## config.mk

```make
export PLATFORM = sky130hd
export DESIGN_NAME = cache_line_xfer
export DESIGN_NICKNAME = d
export VERILOG_FILES = /design/src/rtl/cache_line_xfer_pkg.sv /design/src/rtl/cache_xfer_skid_fifo.sv /design/src/rtl/cache_line_xfer.sv
export SDC_FILE = /design/constraint.sdc
export NUM_CORES = 1
export LEC_CHECK = 0
export ABC_AREA = 0
export BUFFER_PORTS_ARGS = -buffer_cell sky130_fd_sc_hd__buf_2
export CAP_MARGIN = 5
export CORE_AREA = 5 5 409 411
export CTS_CLUSTER_DIAMETER = 60
export DETAILED_ROUTE_END_ITERATION = 6
export DIE_AREA = 0 0 414 416
export PLACE_DENSITY = 0.43
export SLEW_MARGIN = 10
export SYNTH_ARGS = -nofsm -noshare
export SYNTH_HDL_FRONTEND = slang
export SYNTH_SLANG_ARGS = --single-unit
```

## constraint.sdc

```tcl
create_clock -name clk -period 30 [get_ports clk]
set_input_delay 4.5 -clock clk [delete_from_list [all_inputs] [get_ports clk]]
set_output_delay 4.5 -clock clk [all_outputs]
set_load 0.02 [all_outputs]
```

## src/rtl/cache_line_xfer_pkg.sv

```systemverilog
// Shared types and default geometry for the cache line transfer engine.
// Line/beat widths are derived from the data RAM bank index width.
package cache_line_xfer_pkg;
    localparam int unsigned BANK_INDEX_WIDTH = 9;
    localparam int unsigned N_BEATS_DEF      = 4;
    localparam int unsigned LINE_IDX_W_DEF   = BANK_INDEX_WIDTH - $clog2(N_BEATS_DEF);
    localparam int unsigned DATA_W_DEF       = 256;

    typedef enum logic [1:0] {IDLE, FILL, WB, DONE} cache_xfer_state_e;
    typedef logic [LINE_IDX_W_DEF-1:0]        line_idx_t;
    typedef logic [$clog2(N_BEATS_DEF)-1:0]   beat_idx_t;
    typedef logic [BANK_INDEX_WIDTH-1:0]      bank_index_t;
endpackage

```

## src/rtl/cache_xfer_skid_fifo.sv

```systemverilog
// Two-entry buffer holding writeback beats between data RAM reads and the memory bus.
module cache_xfer_skid_fifo #(
    parameter int unsigned DATA_W = 256
) (
    input  logic              clk,
    input  logic              rst,
    input  logic              push,
    input  logic [DATA_W-1:0] din,
    input  logic              pop,
    output logic [DATA_W-1:0] dout,
    output logic [1:0]        count,
    output logic              full,
    output logic              empty
);
    logic [DATA_W-1:0] mem [2];
    logic              wr_ptr;
    logic              rd_ptr;
    logic              do_push;
    logic              do_pop;

    assign full    = (count == 2'd2);
    assign empty   = (count == 2'd0);
    assign do_pop  = pop && !empty;
    // A push into a full buffer is legal only when the head leaves the same cycle.
    assign do_push = push && (!full || do_pop);
    assign dout    = mem[rd_ptr];

    always_ff @(posedge clk or posedge rst) begin
        if (rst) begin
            wr_ptr <= 1'b0;
            rd_ptr <= 1'b0;
            count  <= '0;
        end else begin
            if (do_push) wr_ptr <= ~wr_ptr;
            if (do_pop)  rd_ptr <= ~rd_ptr;
            case ({do_push, do_pop})
                2'b10:   count <= count + 2'd1;
                2'b01:   count <= count - 2'd1;
                default: count <= count;
            endcase
        end
    end

    always_ff @(posedge clk) begin
        if (do_push) mem[wr_ptr] <= din;
    end
endmodule

```

## src/rtl/cache_line_xfer.sv

```systemverilog
// Line refill / writeback engine between the cache data RAM mc_* port and the memory bus.
// Define CACHE_LINE_XFER_CRITICAL_WORD_EN to start each line at req_beat (wrapping order).
module cache_line_xfer
    import cache_line_xfer_pkg::*;
#(
    parameter int unsigned N_BEATS    = N_BEATS_DEF,
    parameter int unsigned LINE_IDX_W = LINE_IDX_W_DEF,
    parameter int unsigned DATA_W     = DATA_W_DEF
) (
    input  logic                                   clk,
    input  logic                                   rst,
    input  logic                                   req_valid,
    output logic                                   req_ready,
    input  logic                                   req_wb,
    input  logic [LINE_IDX_W-1:0]                  req_line_idx,
    input  logic [$clog2(N_BEATS)-1:0]             req_beat,
    output logic                                   done,
    output logic                                   mc_en,
    output logic                                   mc_rw,
    output logic [LINE_IDX_W+$clog2(N_BEATS)-1:0]  mc_bank_index,
    output logic [DATA_W-1:0]                      mc_din,
    input  logic [DATA_W-1:0]                      mc_dout,
    input  logic                                   mem_rvalid,
    output logic                                   mem_rready,
    input  logic [DATA_W-1:0]                      mem_rdata,
    output logic                                   mem_wvalid,
    input  logic                                   mem_wready,
    output logic [DATA_W-1:0]                      mem_wdata,
    output logic                                   mem_wlast
);
    localparam int unsigned BEAT_W = $clog2(N_BEATS);
    localparam int unsigned CNT_W  = BEAT_W + 1;

    cache_xfer_state_e   state;
    logic [LINE_IDX_W-1:0] line_idx;
    logic [BEAT_W-1:0]   start_beat;
    logic [BEAT_W-1:0]   first_beat;
    logic [BEAT_W-1:0]   beat_pos;
    logic [CNT_W-1:0]    xfer_cnt;
    logic [CNT_W-1:0]    sent_cnt;
    logic                dout_valid;
    logic                rd_now;
    logic                pop;
    logic                issue;
    logic                buf_full;
    logic                buf_empty;
    logic [1:0]          occ;
    logic [2:0]          load;

`ifdef CACHE_LINE_XFER_CRITICAL_WORD_EN
    assign first_beat = req_beat;
`else
    logic unused_ok;
    assign unused_ok  = ^req_beat;
    assign first_beat = '0;
`endif

    assign beat_pos   = start_beat + xfer_cnt[BEAT_W-1:0];
    assign rd_now     = mc_en & ~mc_rw;
    assign mem_wvalid = ~buf_empty;
    assign pop        = mem_wvalid & mem_wready;
    assign mem_wlast  = mem_wvalid && (sent_cnt == CNT_W'(N_BEATS - 1));
    // Buffered + in-flight beats as they will stand after this edge; keeps reads within the 2 slots.
    assign load  = 3'(occ) + 3'(dout_valid) + 3'(rd_now) - 3'(pop);
    assign issue = (state == WB) && (xfer_cnt < CNT_W'(N_BEATS)) && !buf_full && (load < 3'd2);

    cache_xfer_skid_fifo #(.DATA_W(DATA_W)) u_wb_buf (
        .clk   (clk),
        .rst   (rst),
        .push  (dout_valid),
        .din   (mc_dout),
        .pop   (pop),
        .dout  (mem_wdata),
        .count (occ),
        .full  (buf_full),
        .empty (buf_empty)
    );

    always_ff @(posedge clk or posedge rst) begin
        if (rst) begin
            state         <= IDLE;
            req_ready     <= 1'b1;
            done          <= 1'b0;
            mc_en         <= 1'b0;
            mc_rw         <= 1'b0;
            mc_bank_index <= '0;
            mc_din        <= '0;
            mem_rready    <= 1'b0;
            line_idx      <= '0;
            start_beat    <= '0;
            xfer_cnt      <= '0;
            sent_cnt      <= '0;
            dout_valid    <= 1'b0;
        end else begin
            done       <= 1'b0;
            mc_en      <= 1'b0;
            mc_rw      <= 1'b0;
            dout_valid <= rd_now;
            case (state)
                IDLE: begin
                    if (req_valid) begin
                        line_idx   <= req_line_idx;
                        start_beat <= first_beat;
                        xfer_cnt   <= '0;
                        sent_cnt   <= '0;
                        req_ready  <= 1'b0;
                        if (req_wb) begin
                            state <= WB;
                        end else begin
                            state      <= FILL;
                            mem_rready <= 1'b1;
                        end
                    end
                end
                FILL: begin
                    if (xfer_cnt == CNT_W'(N_BEATS)) begin
                        state <= DONE;
                        done  <= 1'b1;
                    end else if (mem_rvalid && mem_rready) begin
                        mc_en         <= 1'b1;
                        mc_rw         <= 1'b1;
                        mc_din        <= mem_rdata;
                        mc_bank_index <= {line_idx, beat_pos};
                        xfer_cnt      <= xfer_cnt + CNT_W'(1);
                        if (xfer_cnt == CNT_W'(N_BEATS - 1)) mem_rready <= 1'b0;
                    end
                end
                WB: begin
                    if (issue) begin
                        mc_en         <= 1'b1;
                        mc_bank_index <= {line_idx, beat_pos};
                        xfer_cnt      <= xfer_cnt + CNT_W'(1);
                    end
                    if (pop) begin
                        sent_cnt <= sent_cnt + CNT_W'(1);
                        if (mem_wlast) begin
                            state <= DONE;
                            done  <= 1'b1;
                        end
                    end
                end
                DONE: begin
                    state     <= IDLE;
                    req_ready <= 1'b1;
                end
                default: state <= IDLE;
            endcase
        end
    end
endmodule
```

==> results.json, run 1 <==
{
  "synth_area_um2": 29600,
  "grt-ovfl-total": 0,
  "critical-path-top-delay-family": "buffers and inverters",
  "ys_async_sr_fraction": 0.362,
  "htree_levels": 3,
  "synth_top_family_by_area": "multiplexers",
  "die_w_um": 414,
  "cp_max_fo": 69,
  "final.setup.tns_ns": 0,
  "synth-seq-cells": 802,
  "clock_path_buffers": 3,
  "grt_util_all_layers": 0.127,
  "start_util": 0.181,
  "ir_worst_vdd_mv": 0.0388,
  "whs_ns": 0.495,
  "std_cell_rows": 149,
  "dpl_cell_area_um2": 37400,
  "vias_per_cell": 3.68,
  "synth_warnings": 0,
  "worstSkewPairLatency_ns": 0.71,
  "syn-num-nets": 2032,
  "cts_resized": 0,
  "post-route-period-util": 0.275,
  "drc": 0,
  "drt_iter0_markers": 832,
  "muxShareOfSynthArea": 0.202,
  "synth-simple-area-share": 0.00567,
  "area_growth_pct": 38.4,
  "drv_cap": 0,
  "seqCellArea_um2": 22600,
  "synth_area_leaders": "edfxtp_1 52%, dfrtp_1 24%, mux2_2 20%",
  "synth_flop_cell": "edfxtp_1",
  "tightest_slew_ns": 1.20,
  "post-place-cells": 4688,
  "postLayoutCellArea_um2": 40900,
  "cts_root_buf": "clkbuf_16",
  "die_h_um": 416,
  "worst_path_most_repeated_cell": "buf_4",
  "grt_pass1_wl_um": 154000,
  "power_density_nw_per_um2": 72.0,
  "fin_skew_ns": 0.0297,
  "start_kind": "flop",
  "max_stage_delay_ns": 0.86,
  "core-area_um2": 164000,
  "vias": 18100,
  "drive_gt1_frac": 0.654,
  "io_pins": 1055,
  "period_minus_slack_ns": 8.25,
  "hold_class": "flop to flop",
  "grt_max_degree": 161,
  "final_cells": 4909,
  "antenna_found_initial": 111,
  "synthesis.instances": 1492,
  "hold_buffers": 0,
  "worstPathCellList": "buf_4, buf_4, mux2_2, buf_2",
  "routedWlPerCell_um": 23.4,
  "dp.final_hpwl_um": 88600,
  "slew_viol_final": 0,
  "setup_viol": 0,
  "path_class": "flop to output port",
  "port_buffers": 1052,
  "slew_headroom": 0.203,
  "synth_edf_count": 512,
  "synth_top_area_cell": "edfxtp_1",
  "cts.sink_count": 802,
  "synth_fa_ha_area_frac": 0.00575,
  "cpMaxStageDelayCell": "buf_4",
  "first_global_vias": 18500,
  "nFillCells": 17300,
  "place.gp.congestion": 0.802,
  "cts_buffers": 104,
  "syn_avg_cell_area_um2": 19.8,
  "dr.pass1.iters": 4,
  "synthXorXnorAreaFrac": 0.00148,
  "cts_tree": "built",
  "finalHoldViolations": 0,
  "wl_um": 115000,
  "crit_required_ns": 25.50,
  "post-cts-setup-buffers": 0,
  "yosysSeqAreaShare": 0.765,
  "crit_buf_inv": 3,
  "clock.fmax_mhz": 121,
  "nets": 3145,
  "dieArea_um2": 172000,
  "path_clk_slew_ns": 0.06,
  "synth.top_cell.area_share": 0.520,
  "ys_types": 39,
  "antenna_left": 0,
  "synth_compound_area_frac": 0.00639,
  "grt_setup_unrepaired": "no",
  "multi_input_area_um2": 6580,
  "status": "finished, final reports clean",
  "leakagePower_nw": 17.8,
  "crit_arrival_ns": 3.75,
  "end_kind": "output port"
}
-- state kept, by name (all words and copies together), names as in the netlist, 2 cells and up --
name,cells
mc_bank_index,9
state,2
u_wb_buf.count,2
xfer_cnt,3
line_idx,7
u_wb_buf.mem,512
sent_cnt,3
mc_din,256
-- cell type report --
cell class	instances	share of cell area
antenna	24	0.00147
clock buffer	137	0.0699
clock inverter	60	0.0138
inverter	18	0.00183
multi-input combinational	610	0.161
sequential	802	0.553
tap	2189	0.0669
timing repair buffer	1069	0.132
-- cells in the final DEF (no fill, tap or decap), types with 3 or more instances in the layout --
| master | n |
|---|---|
| clkinvlp_4 | 4 |
| clkinv_1 | 13 |
| clkbuf_16 | 109 |
| clkbuf_8 | 3 |
| diode_2 | 24 |
| bufinv_16 | 6 |
| buf_4 | 15 |
| mux2_2 | 528 |
| buf_2 | 1052 |
| inv_6 | 10 |
| o21ai_0 | 6 |
| nand2_1 | 7 |
| clkinv_4 | 7 |
| mux2i_1 | 4 |
| a21oi_1 | 3 |
| dfrtp_1 | 288 |
| edfxtp_1 | 512 |
| nor2_1 | 7 |
| xnor2_1 | 5 |
| nand2b_1 | 4 |
| clkbuf_1 | 25 |
| nand3_1 | 5 |
| ha_1 | 12 |
| inv_1 | 17 |
| clkinv_2 | 16 |
-- worst paths after layout --
kind                                    from             endpoint  slack (ns)  depth (start not counted)
min in group asynchronous                rst           mc_din[94]        3.94                          2
max in group asynchronous                rst      u_wb_buf.rd_ptr       22.82                          5
min reg2reg                        req_ready            req_ready        0.50                          2
max reg2reg                u_wb_buf.count[1]  u_wb_buf.mem[1][41]       25.81                          7
max                          u_wb_buf.rd_ptr         mem_wdata[9]       21.75                          4
min                                req_ready            req_ready        0.50                          2
-- logic make-up after synthesis --
kind of cell,Yosys count
DFF,802
buffers and inverters,80
muxes,532
xor gates and xnor gates,5
AOI/OAI and AO/OA,26
adders and majority gates,13
and+or+nand+nor,34
-- through the flow --
stage | total power [mW] | utilization | setup WS, ns
after floorplan | 1.54 | - | 13.89
after global placement | 1.76 | 0.229 | 21.58
after detailed placement | 1.75 | 0.229 | 21.58
after CTS | 3.02 | 0.250 | 21.51
after global routing | 3.08 | 0.250 | 21.44
final | 2.95 | 0.250 | 21.75
-- cell usage after synthesis, drive strengths merged, types with 2 or more instances --
cell	n
edfxtp	512
nand3	5
a21o	2
nor2	9
ha	12
clkbuf	31
a21oi	3
mux2i	4
xnor2	5
nand2	7
mux2	528
o22ai	2
o21ai	6
a22o	2
buf	31
inv	18
nor3	2
a31oi	2
nand2b	4
dfrtp	289
-- where the power goes --
part	internal, mW	leakage (nW)	switching, mW
logic	0.212	7.54	0.313
registers	1.18	8.62	0.0112
clock network	0.730	1.67	0.500
-- routing by layer --
layer	global-route usage	vias up	routed length, µm
li1	-	7965	-
met1	0.121	8928	37100
met2	0.219	862	57400
met3	0.0844	302	15700
met4	0.0483	28	4490
met5	0	-	177
-- tightest hold or removal path, cell delays in order (launching register included) --
cell     delay [ns]
dfstp_2        0.37
nor2_1         0.08
a21oi_1        0.05
(Power assumes the default switching activity.)
==> inputs of run 2 (changes only) <==
CORE_AREA = 5 5 406 408   (was 5 5 409 411)
DIE_AREA = 0 0 411 413   (was 0 0 414 416)
PLACE_DENSITY = 0.45   (was 0.43)
clock period = 7.5 ns   (was 30 ns; I/O delays follow)
==> results.json, run 2 (synthesis results as in run 1) <==
{
  "power_density_nw_per_um2": 293,
  "status": "finished, final reports clean",
  "dieArea_um2": 170000,
  "critical-path-top-delay-family": "flip-flops",
  "tightest_slew_ns": 1.12,
  "crit_arrival_ns": 3.03,
  "hold_class": "flop to flop",
  "largest_reg_flops": 512,
  "place.gp.congestion": 0.807,
  "cts_buffers": 106,
  "die_h_um": 413,
  "max_stage_delay_ns": 0.79,
  "nets": 3153,
  "reg2reg_slack_ns": 3.47,
  "largest_register": "u_wb_buf.mem",
  "drv_cap": 0,
  "first_global_vias": 18700,
  "grt_util_all_layers": 0.132,
  "layout.cells.most_common": "buf_2",
  "leakagePower_nw": 18.0,
  "cp_max_fo": 133,
  "core-area_um2": 161000,
  "finalHoldViolations": 0,
  "grt-ovfl-total": 0,
  "hold_path_end": "mc_bank_index[3]",
  "p_total_mw": 12.1,
  "path_class": "flop to output port",
  "r2r_cells": 11,
  "hold_start": "line_idx[1]",
  "grt_pass1_wl_um": 155000,
  "post-place-cells": 4680,
  "vias": 18200,
  "grtUsageMet3": 0.0725,
  "path_clk_slew_ns": 0.06,
  "period_minus_slack_ns": 4.15,
  "timing.rr.end": "mc_bank_index[6]",
  "drc": 0,
  "start_kind": "flop",
  "final_cell_mix": "1052 x buf_2, 528 x mux2_2, 512 x edfxtp_1, 288 x dfrtp_1, 107 x clkbuf_16",
  "met2_usage": 0.228,
  "clock.fmax_mhz": 241,
  "std_cell_rows": 148,
  "slew_headroom": 0.254,
  "io_pins": 1055,
  "slew_viol_final": 0,
  "dr.pass1.iters": 4,
  "worstSkewPairLatency_ns": 0.72,
  "post-route-period-util": 0.553,
  "wl_um": 118000,
  "clock_path_buffers": 3,
  "cts_resized": 0,
  "antenna_found_initial": 144,
  "drive_gt1_frac": 0.656,
  "cts_tree": "built",
  "grt_max_degree": 150,
  "cpMaxStageDelayCell": "dfrtp_4",
  "ir_worst_vdd_mv": 0.201,
  "met1_usage": 0.135,
  "final_cells": 4903,
  "antenna_left": 0,
  "crit_required_ns": 6.38,
  "worstPathCellList": "buf_12, mux2_2, buf_2",
  "vias_per_cell": 3.71,
  "final.setup.tns_ns": 0,
  "crit_buf_inv": 2,
  "port_buffers": 1052,
  "reg_top3": "u_wb_buf.mem (512), mc_din (256), mc_bank_index (9)",
  "hold_path_depth": 1,
  "reg2reg_from": "u_wb_buf.count[0]",
  "cts_root_buf": "clkbuf_16",
  "area_growth_pct": 39.2,
  "htree_levels": 3,
  "grt_setup_unrepaired": "no",
  "end_kind": "output port",
  "routedWlPerCell_um": 24.0,
  "drt_iter0_markers": 838,
  "start_util": 0.183,
  "fin_skew_ns": 0.0650,
  "busiest_layer": "met2",
  "die_w_um": 411,
  "dp.final_hpwl_um": 91500,
  "post-cts-setup-buffers": 0,
  "setup_viol": 0,
  "cts.sink_count": 802,
  "hold_buffers": 0
}
[run 2: cell count changes in the layout (fill, tap and decap cells not counted), sizes merged]
cell | previous run | this run
clkbuf | 137 | 131
inv | 30 | 29
clkinv | 38 | 41
bufinv | 6 | 12
buf | 1069 | 1075
[run 2: power breakdown]
part           leakage [nW]  internal [mW]  switching [mW]
logic                  7.58          0.860            1.26
clock network          1.76           3.11            2.05
registers              8.62           4.72          0.0569
total                  18.0           8.69            3.36
[run 2: per-layer routing]
layer | up-vias | wire length [µm]
met5 | - | 166
met4 | 28 | 3870
met3 | 319 | 15600
met2 | 984 | 58200
met1 | 8906 | 39900
li1 | 7960 | -
[run 2: metrics by stage]
stage	cell area, µm²	hold WS [ns]	util	setup slack, ns
6_report	41200	0.472	0.255	3.35
2_1_floorplan	29600	0.474	-	-0.909
4_1_cts	41100	0.474	0.255	3.16
5_1_grt	41100	0.477	0.255	3.19
3_3_place_gp	37500	0.481	0.233	2.95
3_5_place_dp	37500	0.489	0.233	3.01
[run 2: final cells by class]
type                    count  area, µm²
well taps                2175       2720
fillers                 16900     120000
multi-input cells         610       6580
diodes                     24       60.1
clock inverters            68        787
flip-flops and latches    802      22600
clock buffers             131       2820
repair buffers           1075       5500
inverters                  18       71.3
[run 2: worst max-delay path by stage]
| stage | startpoint | to | slack [ns] | cells past startpoint |
|---|---|---|---|---|
| 2_1_floorplan | mem_wready | u_wb_buf.mem[0][0] | -0.91 | 2 |
| 3_3_place_gp | mem_wready | mc_bank_index[8] | 2.95 | 12 |
| 3_5_place_dp | mem_wready | mc_bank_index[6] | 3.01 | 12 |
| 4_1_cts | u_wb_buf.rd_ptr | mem_wdata[88] | 3.16 | 3 |
| 5_1_grt | u_wb_buf.rd_ptr | mem_wdata[88] | 3.19 | 3 |
| 6_report | u_wb_buf.rd_ptr | mem_wdata[213] | 3.35 | 3 |
[run 2: worst reg2reg max path: cells and delay by family, from the launching register on]
| kind | cells | cell delay [ns] |
|---|---|---|
| AO/OA/AOI/OAI | 4 | 1.71 |
| adder cells (fa/ha/maj) | 3 | 0.98 |
| buffers and inverters | 2 | 0.15 |
| flip-flops | 1 | 0.47 |
| multiplexers | 1 | 0.41 |
| AND/OR/NAND/NOR | 1 | 0.17 |
==> inputs of run 3 (changes only) <==
CORE_AREA = 5 5 409 411   (was 5 5 406 408)
DIE_AREA = 0 0 414 416   (was 0 0 411 413)
PLACE_DENSITY = 0.43   (was 0.45)
clock period = 3.97 ns   (was 7.5 ns; I/O delays follow)
==> results.json, run 3 (synthesis results as in run 1) <==
{
  "grt_setup_unrepaired": "no",
  "port_buffers": 1052,
  "slew_viol_final": 0,
  "ir_worst_vdd_mv": 0.360,
  "power_density_nw_per_um2": 543,
  "power_frac_clock": 0.415,
  "path_clk_slew_ns": 0.06,
  "core-area_um2": 164000,
  "path_class": "flop to flop",
  "dp.final_hpwl_um": 90900,
  "grt_max_degree": 93,
  "seq_power_share": 0.402,
  "start_kind": "flop",
  "tightest_slew_ns": 0.824,
  "clock_path_buffers": 3,
  "area_growth_pct": 40.0,
  "whs_ns": 0.0818,
  "worstPathCellList": "o21ai_0, inv_1, ha_1, inv_1, ha_1, a21o_1, fa_1, nand3b_1, a211o_1, a211oi_4, buf_4, mux2_2",
  "leakagePower_nw": 18.0,
  "p_comb_frac": 0.183,
  "cpMaxStageDelayCell": "dfrtp_1",
  "die_h_um": 416,
  "status": "finished, final reports clean",
  "start_util": 0.181,
  "routedWlPerCell_um": 23.4,
  "die_w_um": 414,
  "cts_tree": "built",
  "post-route-period-util": 0.852,
  "final_cell_mix": "1052 x buf_2, 528 x mux2_2, 512 x edfxtp_1, 288 x dfrtp_1, 105 x clkbuf_16",
  "post-cts-setup-buffers": 0,
  "crit_arrival_ns": 3.93,
  "slew_headroom": 0.451,
  "seqCellArea_um2": 22600,
  "multi_input_area_um2": 6590,
  "p_switching_mw": 6.26,
  "layout.cells.most_common": "buf_2",
  "largest_register": "u_wb_buf.mem",
  "fin_skew_ns": 0.0386,
  "reg_top3": "u_wb_buf.mem (512), mc_din (256), mc_bank_index (9)",
  "period_minus_slack_ns": 3.38,
  "cts_root_buf": "clkbuf_16",
  "reg2reg_slack_ns": 0.59,
  "drive_gt1_frac": 0.659,
  "drc": 0,
  "dr.pass1.iters": 4,
  "place.gp.congestion": 0.818,
  "largest_reg_flops": 512,
  "cts.sink_count": 802,
  "grt_pass1_wl_um": 156000,
  "antenna_left": 0,
  "wl_um": 116000,
  "crit_required_ns": 4.52,
  "worstSkewPairLatency_ns": 0.70,
  "timing.rr.end": "mc_bank_index[6]",
  "final.setup.tns_ns": 0,
  "clock.fmax_mhz": 296,
  "dieArea_um2": 172000,
  "p_int_mw": 16.2,
  "htree_levels": 3,
  "nFillCells": 17400,
  "first_global_vias": 19300,
  "setup_viol": 0,
  "drt_iter0_markers": 774,
  "r2r_cells": 12,
  "vias_per_cell": 3.69,
  "vias": 18200,
  "antenna_found_initial": 87,
  "grt_util_all_layers": 0.128,
  "grt-ovfl-total": 0,
  "drv_cap": 0,
  "finalHoldViolations": 0,
  "switching_share": 0.278,
  "reg2reg_from": "u_wb_buf.count[1]",
  "cts_buffers": 103,
  "nets": 3178,
  "cp_max_fo": 9,
  "end_kind": "flop",
  "std_cell_rows": 149,
  "hold_class": "input port to async pin",
  "max_stage_delay_ns": 0.43,
  "io_pins": 1055
}
[run 3: cell types whose count changed in the layout (fill, tap and decap cells not counted), moves of 3 or more]
cell        delta
clkinvlp_4     +4
buf_4         +13
clkinv_2       -3
buf_12        +13
[run 3: final cells by class]
type                            instances  area share
Clock buffer                          127      0.0662
Multi-Input combinational cell        610       0.159
Antenna cell                           24     0.00145
Tap cell                             2189      0.0661
Inverter                               18     0.00172
Clock inverter                         65      0.0169
Sequential cell                       802       0.547
Timing Repair Buffer                 1103       0.142
[run 3: power by group through the flow]
stage | Combinational (mW) | Clock, mW | Sequential, mW
floorplan | 2.56 | 0 | 9.10
global placement | 4.22 | 0 | 9.22
detailed placement | 4.22 | 0 | 9.23
CTS | 4.24 | 9.73 | 9.06
global route | 4.36 | 10.1 | 9.06
finish | 4.11 | 9.35 | 9.05
[run 3: metal layers]
| layer | routed length (µm) | GRT usage | vias up |
|---|---|---|---|
| met5 | 196 | 0 | - |
| met4 | 4400 | 0.0463 | 28 |
| met3 | 14500 | 0.0789 | 278 |
| met2 | 59000 | 0.227 | 785 |
| met1 | 37500 | 0.121 | 9103 |
| li1 | - | - | 8019 |
[run 3: how the worst max path moves through the flow]
stage                            from                 end
floorplan                  mem_wready  u_wb_buf.mem[0][0]
global placement           mem_wready    mc_bank_index[3]
detailed placement         mem_wready    mc_bank_index[6]
CTS                   u_wb_buf.rd_ptr      mem_wdata[151]
global route        u_wb_buf.count[1]    mc_bank_index[1]
finish              u_wb_buf.count[1]    mc_bank_index[6]
[run 3: worst max-delay path, delay by kind of cell (launching register included)]
kind | cells | cell delay (ns)
and+or+nand+nor | 1 | 0.17
AOI/OAI and AO/OA | 4 | 1.05
buffers and inverters | 3 | 0.33
adders and majority gates | 3 | 0.94
DFF | 1 | 0.43
muxes | 1 | 0.35
[run 3: timing repair]
action	4_1_cts	5_1_grt
hold buffers	2	0
resized for setup	0	0
endpoints found under the hold margin	4	0
[run 3: through the flow]
| step | cell area (µm²) | utilization | setup slack (ns) | total power, mW | instances |
|---|---|---|---|---|---|
| 2_1_floorplan | 29600 | - | -0.947 | 11.7 | 1492 |
| 3_3_place_gp | 37900 | 0.232 | 0.354 | 13.4 | 4720 |
| 3_5_place_dp | 37900 | 0.232 | 0.397 | 13.4 | 4720 |
| 4_1_cts | 41400 | 0.253 | 0.556 | 23.0 | 4914 |
| 5_1_grt | 41400 | 0.253 | 0.380 | 23.5 | 4926 |
| 6_report | 41400 | 0.253 | 0.587 | 22.5 | 4938 |
